$ cat src/rtl/seg_scan_decoder.sv
// Rebuilds the hex nibbles shown on a multiplexed active-low 7-segment bus.
// Build option: define SEG_SCAN_BLANK_EN to accept the all-off pattern as a legal blank.
module seg_scan_decoder #(
   parameter  int N_DIG       = 4,
   parameter  int SETTLE_CYC  = 4,
   parameter  int TIMEOUT_CYC = 1000000,
   localparam int IDX_W       = (N_DIG > 2) ? $clog2(N_DIG) : 1
) (
   input  logic                 sys_clk,
   input  logic                 sys_rst,
   input  logic [6:0]           seg_led,
   input  logic [N_DIG-1:0]     seg_sel,
   output logic [4*N_DIG-1:0]   hex_data,
   output logic [N_DIG-1:0]     digit_valid,
   output logic                 upd_stb,
   output logic [IDX_W-1:0]     upd_idx,
   output logic                 pat_err,
   output logic                 sel_err
);

   localparam int PAIR_W = N_DIG + 7;
   localparam int TO_W   = $clog2(TIMEOUT_CYC + 1);

   typedef enum logic [1:0] {
      ST_IDLE    = 2'd0,
      ST_SETTLE  = 2'd1,
      ST_CAPTURE = 2'd2,
      ST_HOLD    = 2'd3
   } state_t;

   // {legal, nibble} for an active-low gfedcba pattern
   function automatic logic [4:0] seg_decode(input logic [6:0] seg);
      case (seg)
         7'b1000000: seg_decode = {1'b1, 4'h0};
         7'b1111001: seg_decode = {1'b1, 4'h1};
         7'b0100100: seg_decode = {1'b1, 4'h2};
         7'b0110000: seg_decode = {1'b1, 4'h3};
         7'b0011001: seg_decode = {1'b1, 4'h4};
         7'b0010010: seg_decode = {1'b1, 4'h5};
         7'b0000010: seg_decode = {1'b1, 4'h6};
         7'b1111000: seg_decode = {1'b1, 4'h7};
         7'b0000000: seg_decode = {1'b1, 4'h8};
         7'b0010000: seg_decode = {1'b1, 4'h9};
         7'b0001000: seg_decode = {1'b1, 4'hA};
         7'b0000011: seg_decode = {1'b1, 4'hB};
         7'b1000110: seg_decode = {1'b1, 4'hC};
         7'b0100001: seg_decode = {1'b1, 4'hD};
         7'b0000110: seg_decode = {1'b1, 4'hE};
         7'b0001110: seg_decode = {1'b1, 4'hF};
         default:    seg_decode = {1'b0, 4'h0};
      endcase
   endfunction

   function automatic logic sel_single(input logic [N_DIG-1:0] sel);
      int n;
      n = 0;
      for (int i = 0; i < N_DIG; i++) n = n + int'(!sel[i]);
      return (n == 1);
   endfunction

   function automatic logic [IDX_W-1:0] sel_index(input logic [N_DIG-1:0] sel);
      logic [IDX_W-1:0] idx;
      idx = '0;
      for (int i = N_DIG - 1; i >= 0; i--) idx = (!sel[i]) ? IDX_W'(i) : idx;
      return idx;
   endfunction

   logic [PAIR_W-1:0]  sync1_r, sync2_r, prev_r, cap_r;
   logic [7:0]         stab_cnt_r;
   state_t             state_r, state_s;
   logic               cap_load_s, sel_blank_s, settled_s;
   logic [4:0]         dec_s;
   logic               single_s, any_low_s, is_cap_s;
   logic               wr_s, blank_s, perr_s, serr_s;
   logic [IDX_W-1:0]   idx_s;
   logic [TO_W-1:0]    stale_cnt_r [N_DIG];
   logic [4*N_DIG-1:0] hex_data_r;
   logic [N_DIG-1:0]   digit_valid_r;
   logic               upd_stb_r, pat_err_r, sel_err_r;
   logic [IDX_W-1:0]   upd_idx_r;

   assign sel_blank_s = &sync2_r[PAIR_W-1:7];
   assign settled_s   = (stab_cnt_r == 8'(SETTLE_CYC));

   // Synchronisers (idle bus is all-ones) and the stability counter
   always_ff @(posedge sys_clk or posedge sys_rst) begin
      if (sys_rst) begin
         sync1_r    <= '1;
         sync2_r    <= '1;
         prev_r     <= '1;
         stab_cnt_r <= 8'd0;
      end else begin
         sync1_r <= {seg_sel, seg_led};
         sync2_r <= sync1_r;
         prev_r  <= sync2_r;
         if (sync2_r == prev_r) begin
            stab_cnt_r <= settled_s ? stab_cnt_r : stab_cnt_r + 8'd1;
         end else begin
            stab_cnt_r <= 8'd1;
         end
      end
   end

   // State register; cap_r keeps the pair proven stable during SETTLE
   always_ff @(posedge sys_clk or posedge sys_rst) begin
      if (sys_rst) begin
         state_r <= ST_IDLE;
         cap_r   <= '1;
      end else begin
         state_r <= state_s;
         cap_r   <= cap_load_s ? prev_r : cap_r;
      end
   end

   // Next-state logic
   always_comb begin
      state_s    = state_r;
      cap_load_s = 1'b0;
      case (state_r)
         ST_IDLE: begin
            if (!sel_blank_s) state_s = ST_SETTLE;
            else              state_s = ST_IDLE;
         end
         ST_SETTLE: begin
            if (sel_blank_s) begin
               state_s = ST_IDLE;
            end else if (settled_s) begin
               state_s    = ST_CAPTURE;
               cap_load_s = 1'b1;
            end else begin
               state_s = ST_SETTLE;
            end
         end
         ST_CAPTURE: state_s = ST_HOLD;
         ST_HOLD: begin
            if (sync2_r != cap_r) state_s = sel_blank_s ? ST_IDLE : ST_SETTLE;
            else                  state_s = ST_HOLD;
         end
         default: state_s = ST_IDLE;
      endcase
   end

   // Capture classification; select errors mask pattern errors
   always_comb begin
      dec_s     = seg_decode(cap_r[6:0]);
      single_s  = sel_single(cap_r[PAIR_W-1:7]);
      any_low_s = ~&cap_r[PAIR_W-1:7];
      idx_s     = sel_index(cap_r[PAIR_W-1:7]);
      is_cap_s  = (state_r == ST_CAPTURE);
      wr_s      = is_cap_s & single_s & dec_s[4];
`ifdef SEG_SCAN_BLANK_EN
      blank_s   = is_cap_s & single_s & (cap_r[6:0] == 7'b1111111);
`else
      blank_s   = 1'b0;
`endif
      perr_s    = is_cap_s & single_s & ~dec_s[4] & ~blank_s;
      serr_s    = is_cap_s & ~single_s & any_low_s;
   end

   // Registered outputs and per-digit staleness; a write beats an expiry
   always_ff @(posedge sys_clk or posedge sys_rst) begin
      if (sys_rst) begin
         hex_data_r    <= '0;
         digit_valid_r <= '0;
         upd_stb_r     <= 1'b0;
         upd_idx_r     <= '0;
         pat_err_r     <= 1'b0;
         sel_err_r     <= 1'b0;
         for (int i = 0; i < N_DIG; i++) stale_cnt_r[i] <= '0;
      end else begin
         upd_stb_r <= wr_s | blank_s;
         pat_err_r <= perr_s;
         sel_err_r <= serr_s;
         upd_idx_r <= (wr_s | blank_s) ? idx_s : upd_idx_r;
         for (int i = 0; i < N_DIG; i++) begin
            if ((wr_s | blank_s) && (idx_s == IDX_W'(i))) begin
               stale_cnt_r[i] <= '0;
            end else if (stale_cnt_r[i] != TO_W'(TIMEOUT_CYC)) begin
               stale_cnt_r[i] <= stale_cnt_r[i] + TO_W'(1);
            end else begin
               stale_cnt_r[i] <= stale_cnt_r[i];
            end
            if (wr_s && (idx_s == IDX_W'(i))) begin
               hex_data_r[4*i +: 4] <= dec_s[3:0];
               digit_valid_r[i]     <= 1'b1;
            end else if ((blank_s | perr_s) && (idx_s == IDX_W'(i))) begin
               digit_valid_r[i] <= 1'b0;
            end else if (stale_cnt_r[i] == TO_W'(TIMEOUT_CYC)) begin
               digit_valid_r[i] <= 1'b0;
            end else begin
               digit_valid_r[i] <= digit_valid_r[i];
            end
         end
      end
   end

   assign hex_data    = hex_data_r;
   assign digit_valid = digit_valid_r;
   assign upd_stb     = upd_stb_r;
   assign upd_idx     = upd_idx_r;
   assign pat_err     = pat_err_r;
   assign sel_err     = sel_err_r;

endmodule

$ cat config.mk
export PLATFORM = sky130hd
export DESIGN_NAME = seg_scan_decoder
export DESIGN_NICKNAME = d
export VERILOG_FILES = /design/src/rtl/seg_scan_decoder.sv
export SDC_FILE = /design/constraint.sdc
export NUM_CORES = 1
export LEC_CHECK = 0
export CAP_MARGIN = 0
export CORE_ASPECT_RATIO = 0.6
export CORE_MARGIN = 1.5
export CORE_UTILIZATION = 30
export CTS_BUF_LIST = sky130_fd_sc_hd__clkbuf_8 sky130_fd_sc_hd__clkbuf_16
export DETAILED_ROUTE_END_ITERATION = 16
export DONT_BUFFER_PORTS = 1
export PLACE_DENSITY = 0.42
export SYNTH_ARGS = -nofsm -noshare
export SYNTH_HDL_FRONTEND = slang
export SYNTH_SLANG_ARGS = --single-unit
$ cat constraint.sdc
create_clock -name sys_clk -period 5.1 [get_ports sys_clk]
set_input_delay 0.765 -clock sys_clk [delete_from_list [all_inputs] [get_ports sys_clk]]
set_output_delay 0.765 -clock sys_clk [all_outputs]
set_load 0.005 [all_outputs]
==> results.md, run 1 <==
* Die W at about 210 um
* GRT overflow at 0
* Top-count cell post-synth: nor2_1
* Max-slew violation count at 0
* Post-synth top area share at between 30% and 40%
* Total negative slack at 0 ns
* Hold Crit Class: input port to flop
* R2R Setup Slk at 1.49 ns
* Port bufs at 0
* Outcome: completed
* CTS Sinks at between 150 and 200
* Clk root buf: clkbuf_16
* CP max stage delay at 0.81 ns
* Synth-to-Final Area Change at 11.4%
* Leading area contributor after synthesis: dfrtp_1
* Max-cap violations at 0
* Startpoint Class: flop
* Pwr Density at 307 nW/um^2
* Distinct cells, synth at 55
* Tmin final at 3.61 ns
* Die height at 126 um
* Num CTS Buffers at 17
* Critical Path Slowest Stage Cell: o21a_1
* RSZ-0062 raised after global routing: false
* Clock Tree Buf Depth at 2
* Most Frequent Cell on Critical Path: ha_1
* Avg Cell Area, Syn at 10.6 um^2
* Tcrit/Tclk final at a little over two thirds
* CP Max Fanout at 25
* Antenna violations before repair at 2
* CTS Hold Bufs at 0
* TritonCTS clock tree: done
* Core Area at ~24000 um^2
* EDFF count, synth at 0
* Fill count at about 2400
* Vias after detailed routing at slightly below 5000
* Antenna-violating nets left at 0
* Crit path kind: flop to flop
* Synth warnings at 0
* Drt total wl at between 15000 and 20000 um
* Setup Fix Bufs, Post-CTS at 0
* Final setup fails at 0
* Remaining DRCs at 0
* Clock Skew at 0.0124 ns
* Post-synthesis register bit count at approximately 160
* Design Power at ~0.0026 W
* Post-synthesis sequential area ratio at around 53%
* Vias in the first global route at between 4000 and 5000
* Peak supply drop at around 220 uV
* Fmax at about 280 MHz
* Die outline area at about 26000 um^2
* Synth area leaders: dfrtp_1, dfstp_2, xnor2_1
* Site Rows at 44
* # nets final at approximately 750
* Placed insts at 1020
* Share of post-route cells with drive strength above 1 at 13.8%
* Post-DR vias/cell at between 4 and 5
* CTS clk-pin slew, worst paths at about 0.070 ns
* Syn Inst Count at around 700
* Tot GR Track Use at between 10% and 20%
* Most frequent cells after synthesis: nor2_1, dfrtp_1, xnor2_1
* CP Data Required Time at between 5 and 6 ns
* Mapped Nets at 748
* Fraction of registers with async set/reset at 100%
* Placer Congestion at ~0.8
* Hpwl dp at 10700 um
* Worst Path Arrival at 3.93 ns
* 1st-pass router iterations at 4
* First DRT Iteration DRCs at ~260
* Number of placed I/O pins at 38
* Worst-margin pin slew at between 1 and 1.5 ns
* Mapped cell area at 7600 um^2
* Clock Latency Late Sink at ~0.45 ns
* Routed WL per cell at 15.0 um
* Leak at approximately 3.5 nW
* Multi-input gate area at 3280 um^2
* Rel. slew slack at 32.5%
* FF/Latch Area at 4030 um^2
* Non-filler cells, final at 1052
* Ant diodes at 0
* Initial Utilization at a little under a third
* Largest net degree at the start of global routing at between 90 and 100
* CP Capture Type: flop
* Top FF cell, synth: dfrtp_1
* First-pass GRT wire length at ~27000 um
* H-tree levels at 4
* Post-cts gate resize count at 0
* Final hold vios at 0
* Critical-path cell list: fa_1, inv_1, ha_1, ha_1, nor3b_1, nand2_1, nor3_1, o21a_1, mux2_1
==> cell families after synthesis <==
family          share of synthesized area (%)
simple gates                             21.5
flops                                    53.1
xor+xnor                                 11.8
buf+inv                                  3.79
compound gates                           3.57
mux                                      3.79
fa+ha+maj                                2.57
==> worst paths after layout <==
| check | startpoint | endpoint | cells past startpoint |
|---|---|---|---|
| setup / recovery | cap_r[8] | hex_data[15] | 9 |
| hold / removal | seg_led[6] | sync1_r[6] | 0 |
| setup reg to reg | cap_r[8] | hex_data[15] | 9 |
| hold reg to reg | sync1_r[5] | sync2_r[5] | 0 |
| max in group asynchronous | sys_rst | stale_cnt_r[50] | 2 |
| min in group asynchronous | sys_rst | hex_data[9] | 1 |
==> layout make-up <==
| class | instances | area share, % |
|---|---|---|
| Clock buffer | 17 | 5.02 |
| Clock inverter | 15 | 1.82 |
| Inverter | 35 | 1.61 |
| Multi-Input combinational cell | 499 | 38.7 |
| Sequential cell | 159 | 47.6 |
| Tap cell | 322 | 4.76 |
| Timing Repair Buffer | 5 | 0.443 |
==> where the power goes <==
part	total, W	internal, W	switching (W)
Combinational	0.0000388	0.00000892	0.0000299
Clock	0.00127	0.000660	0.000605
Sequential	0.00130	0.00129	0.0000110
Total	0.00260	0.00195	0.000646
==> registers in the layout, summed over array words and instances, names as in the netlist <==
name / flops
upd_stb: 1
pat_err: 1
upd_idx: 2
cap_r: 11
prev_r: 11
hex_data: 16
sync1_r: 11
digit_valid: 4
sync2_r: 11
stale_cnt_r: 80
state_r: 2
stab_cnt_r: 8
sel_err: 1
==> cells in the final DEF, fill, tap and decap left out, types with 4 or more instances in the layout <==
cell type and n:
inv_8 10, mux2_2 8, and4_1 5, dfrtp_1 115, buf_4 5, nor3_1 18
nand2_1 32, mux2i_1 4, nand4_1 25, o21ai_1 6, nor2b_1 5, mux2_1 14
nand3_1 41, nand2b_1 4, dfstp_2 44, inv_1 34, and3_1 15, o21ai_0 8
xnor2_1 62, a21oi_1 10, nor2_1 117, xor2_1 40, ha_1 14, nor4_1 10
nor4b_1 12, or3_1 5, clkbuf_16 17
==> critical path: cells and delay by family (launching register included) <==
family	cells	cell delay (ns)
flip-flops	1	0.61
multiplexers	1	0.39
adder cells (fa/ha/maj)	3	0.80
AND/OR/NAND/NOR	3	0.80
AO/OA/AOI/OAI	1	0.81
buffers and inverters	1	0.07
==> through the flow <==
step           hold slack (ns)  area, um^2  worst slack, ns  utilization, %
2_1_floorplan            0.345        7600            0.116               -
3_3_place_gp             0.347        7890             1.57            32.2
3_5_place_dp             0.347        7890             1.41            32.2
4_1_cts                  0.276        8470             1.41            34.6
5_1_grt                  0.271        8470             1.06            34.6
6_report                 0.307        8470             1.49            34.6
==> routing by layer <==
| layer | wire length, um | part of all wire (%) | GRT usage [%] | vias up |
|---|---|---|---|---|
| li1 | - | - | - | 2433 |
| met1 | 8440 | 54 | 19.5 | 2415 |
| met2 | 6530 | 41 | 17.9 | 89 |
| met3 | 599 | 3.8 | 3.91 | 16 |
| met4 | 203 | 1.3 | 4.89 | 0 |
| met5 | 0 | 0 | 0 | - |
No activity file was read; power rests on OpenSTA's default activity.
==> run 2, diff against run 1 <==
PLACE_DENSITY = 0.41   (was 0.42)
clock period = 3.68 ns   (was 5.1 ns; I/O delays follow)
==> run 2 against run 1 <==
Effect of this change: flip-flop and latch count is the same; critical endpoint is now stale_cnt_r[31]; sequential power grew 38%; non-clock buffer count grew 7; sequential share of layout area shrank 0.34 points; final cell count grew 0.67%.
==> results.md, run 2 (synthesized netlist as in run 1, its figures left out) <==
* First DRT Iteration DRCs at 254 (was 257)
* Remaining DRCs at 0 (unchanged)
* Clock network power share at 48.3% (was 48.6%)
* Max-cap violations at 0 (unchanged)
* TritonCTS clock tree: done (unchanged)
* Worst R2R Start: cap_r[8] (unchanged)
* Startpoint Class: flop (unchanged)
* Core Area at 24500 um^2 (unchanged)
* Outcome: completed (unchanged)
* Rel. slew slack at 43.4% (was 32.5%)
* Clock Skew at 0.0123 ns (was 0.0124 ns)
* Die outline area at 26300 um^2 (unchanged)
* CTS Sinks at 159 (unchanged)
* Final hold vios at 0 (unchanged)
* Fmax at 306 MHz (was 277 MHz)
* Drt total wl at 16100 um (was 15800 um)
* R2R Setup Slk at 0.41 ns (was 1.49 ns)
* Antenna violations before repair at 1 (was 2)
* Site Rows at 44 (unchanged)
* Pwr Density at 420 nW/um^2 (was 307 nW/um^2)
* R2R cell count at 11 (was 9)
* Psw at 0.000887 W (was 0.000646 W)
* Port bufs at 0 (unchanged)
* Clk root buf: clkbuf_16 (unchanged)
* Antenna-violating nets left at 0 (unchanged)
* Hold depth at 0 (unchanged)
* 1st-pass router iterations at 4 (unchanged)
* Ant diodes at 0 (unchanged)
* Setup Fix Bufs, Post-CTS at 0 (unchanged)
* GRT overflow at 0 (unchanged)
* Final core occ at 34.8% (was 34.6%)
* Num CTS Buffers at 17 (unchanged)
* First-pass GRT wire length at 27200 um (was 27100 um)
* Post-DR vias/cell at 4.71 (about the same)
* Share of post-route cells with drive strength above 1 at 14.7% (was 13.8%)
* Max-slew violation count at 0 (unchanged)
* Number of flip-flops in the largest register at 80 (unchanged)
* Min-delay src: seg_led[3] (was seg_led[6])
* Die height at 126 um (unchanged)
* Seq pwr share at 50.1% (was 49.9%)
* RSZ-0062 raised after global routing: false (unchanged)
* Placer Congestion at 0.743 (was 0.784)
* Worst-margin pin slew at 0.847 ns (was 1.01 ns)
* Hpwl dp at 11200 um (was 10700 um)
* CP Capture Type: flop (unchanged)
* Vias after detailed routing at 4992 (was 4953)
* Worst Path Arrival at 3.59 ns (was 3.93 ns)
* Commonest non-fill, non-tap cell in the layout: nor2_1 (unchanged)
* Die W at 208 um (unchanged)
* H-tree levels at 4 (unchanged)
* Largest net degree at the start of global routing at 53 (was 93)
* Tcrit/Tclk final at 88.8% (was 70.8%)
* CP Data Required Time at 4.00 ns (was 5.42 ns)
* Largest reg by FF count: stale_cnt_r (unchanged)
* Routed WL per cell at 15.2 um (was 15.0 um)
* Tmin final at 3.27 ns (was 3.61 ns)
* CTS Hold Bufs at 0 (unchanged)
* Non-filler cells, final at 1059 (was 1052)
* Clock Tree Buf Depth at 2 (unchanged)
* Peak supply drop at 273 uV (was 221 uV)
* Initial Utilization at 31.0% (unchanged)
* Most frequent cells in the layout: nor2_1, dfrtp_1, xnor2_1 (unchanged)
* Crit path kind: flop to flop (unchanged)
* Synth-to-Final Area Change at 12.2% (was 11.4%)
* CP Max Fanout at 20 (was 25)
* Final setup fails at 0 (unchanged)
* Endpoint, Worst Hold: sync1_r[3] (was sync1_r[6])
* Worst R2R End: stale_cnt_r[31] (was hex_data[15])
* # nets final at 752 (was 745)
* Clock Latency Late Sink at 0.45 ns (about the same)
* Leak at 3.56 nW (was 3.52 nW)
* CTS clk-pin slew, worst paths at 0.07 ns (about the same)
* Cell-internal power at 0.00270 W (was 0.00195 W)
* Tot GR Track Use at 13.3% (was 13.2%)
* Total negative slack at 0 ns (unchanged)
* Post-cts gate resize count at 0 (unchanged)
* Sw frac at 24.7% (was 24.9%)
* Comb power frac at 1.6% (was 1.5%)
* Vias in the first global route at 4946 (was 4932)
* Placed insts at 1027 (was 1020)
* Number of placed I/O pins at 38 (unchanged)
* Hold Crit Class: input port to flop (unchanged)
run 2: cell types whose count changed in the layout (fill, tap and decap cells not counted), sizes merged:
cell	delta
buf	+7
clkinvlp	+2
inv	-1
clkinv	-1
run 2: worst max-delay path, stage by stage, from the launching register on:
cell     delay, ns
dfstp_2       0.61
fa_1          0.43
inv_1         0.07
ha_1          0.14
ha_1          0.22
nor3b_1       0.33
nand2_1       0.18
nor3_1        0.36
buf_4         0.19
o21a_1        0.24
buf_4         0.29
nor2_1        0.08
run 2: cell type report:
class | instances | area, um^2
clock buffer | 17 | 425
clock inverter | 15 | 139
fill | 2418 | 16000
inverter | 35 | 135
multi-input combinational | 499 | 3280
sequential | 159 | 4030
tap | 322 | 403
timing repair buffer | 12 | 115
run 2: metal layers:
| layer | part of all wire [%] | track usage [%] | up-vias |
|---|---|---|---|
| li1 | - | - | 2442 |
| met1 | 54 | 20.0 | 2452 |
| met2 | 40 | 17.5 | 87 |
| met3 | 5.1 | 4.65 | 11 |
| met4 | 1.0 | 3.74 | 0 |
| met5 | 0 | 0 | - |
run 2: worst max path at each step:
stage	startpoint	slack, ns	to	cells past startpoint
finish	cap_r[8]	0.41	stale_cnt_r[31]	11
global route	cap_r[7]	0.14	stale_cnt_r[25]	11
CTS	cap_r[8]	0.37	stale_cnt_r[31]	11
detailed placement	cap_r[8]	0.38	stale_cnt_r[31]	11
global placement	cap_r[7]	0.51	stale_cnt_r[26]	11
floorplan	cap_r[8]	0.88	hex_data[12]	10
run 2: through the flow:
step	instance area [um^2]	hold slack, ns	worst slack (ns)	total power (W)
after floorplan	7600	0.345	0.882	0.00186
after global placement	7970	0.347	0.511	0.00189
after detailed placement	7970	0.347	0.383	0.00189
after CTS	8530	0.0667	0.373	0.00366
after global routing	8530	0.0575	0.137	0.00374
final	8530	0.0960	0.412	0.00359
run 2: power by group through the flow:
stage | clock network, W | registers (W) | logic [W]
after global routing | 0.00187 | 0.00180 | 0.0000686
after CTS | 0.00180 | 0.00180 | 0.0000624
final | 0.00173 | 0.00180 | 0.0000581
after global placement | 0 | 0.00183 | 0.0000607
after detailed placement | 0 | 0.00183 | 0.0000620
after floorplan | 0 | 0.00182 | 0.0000407
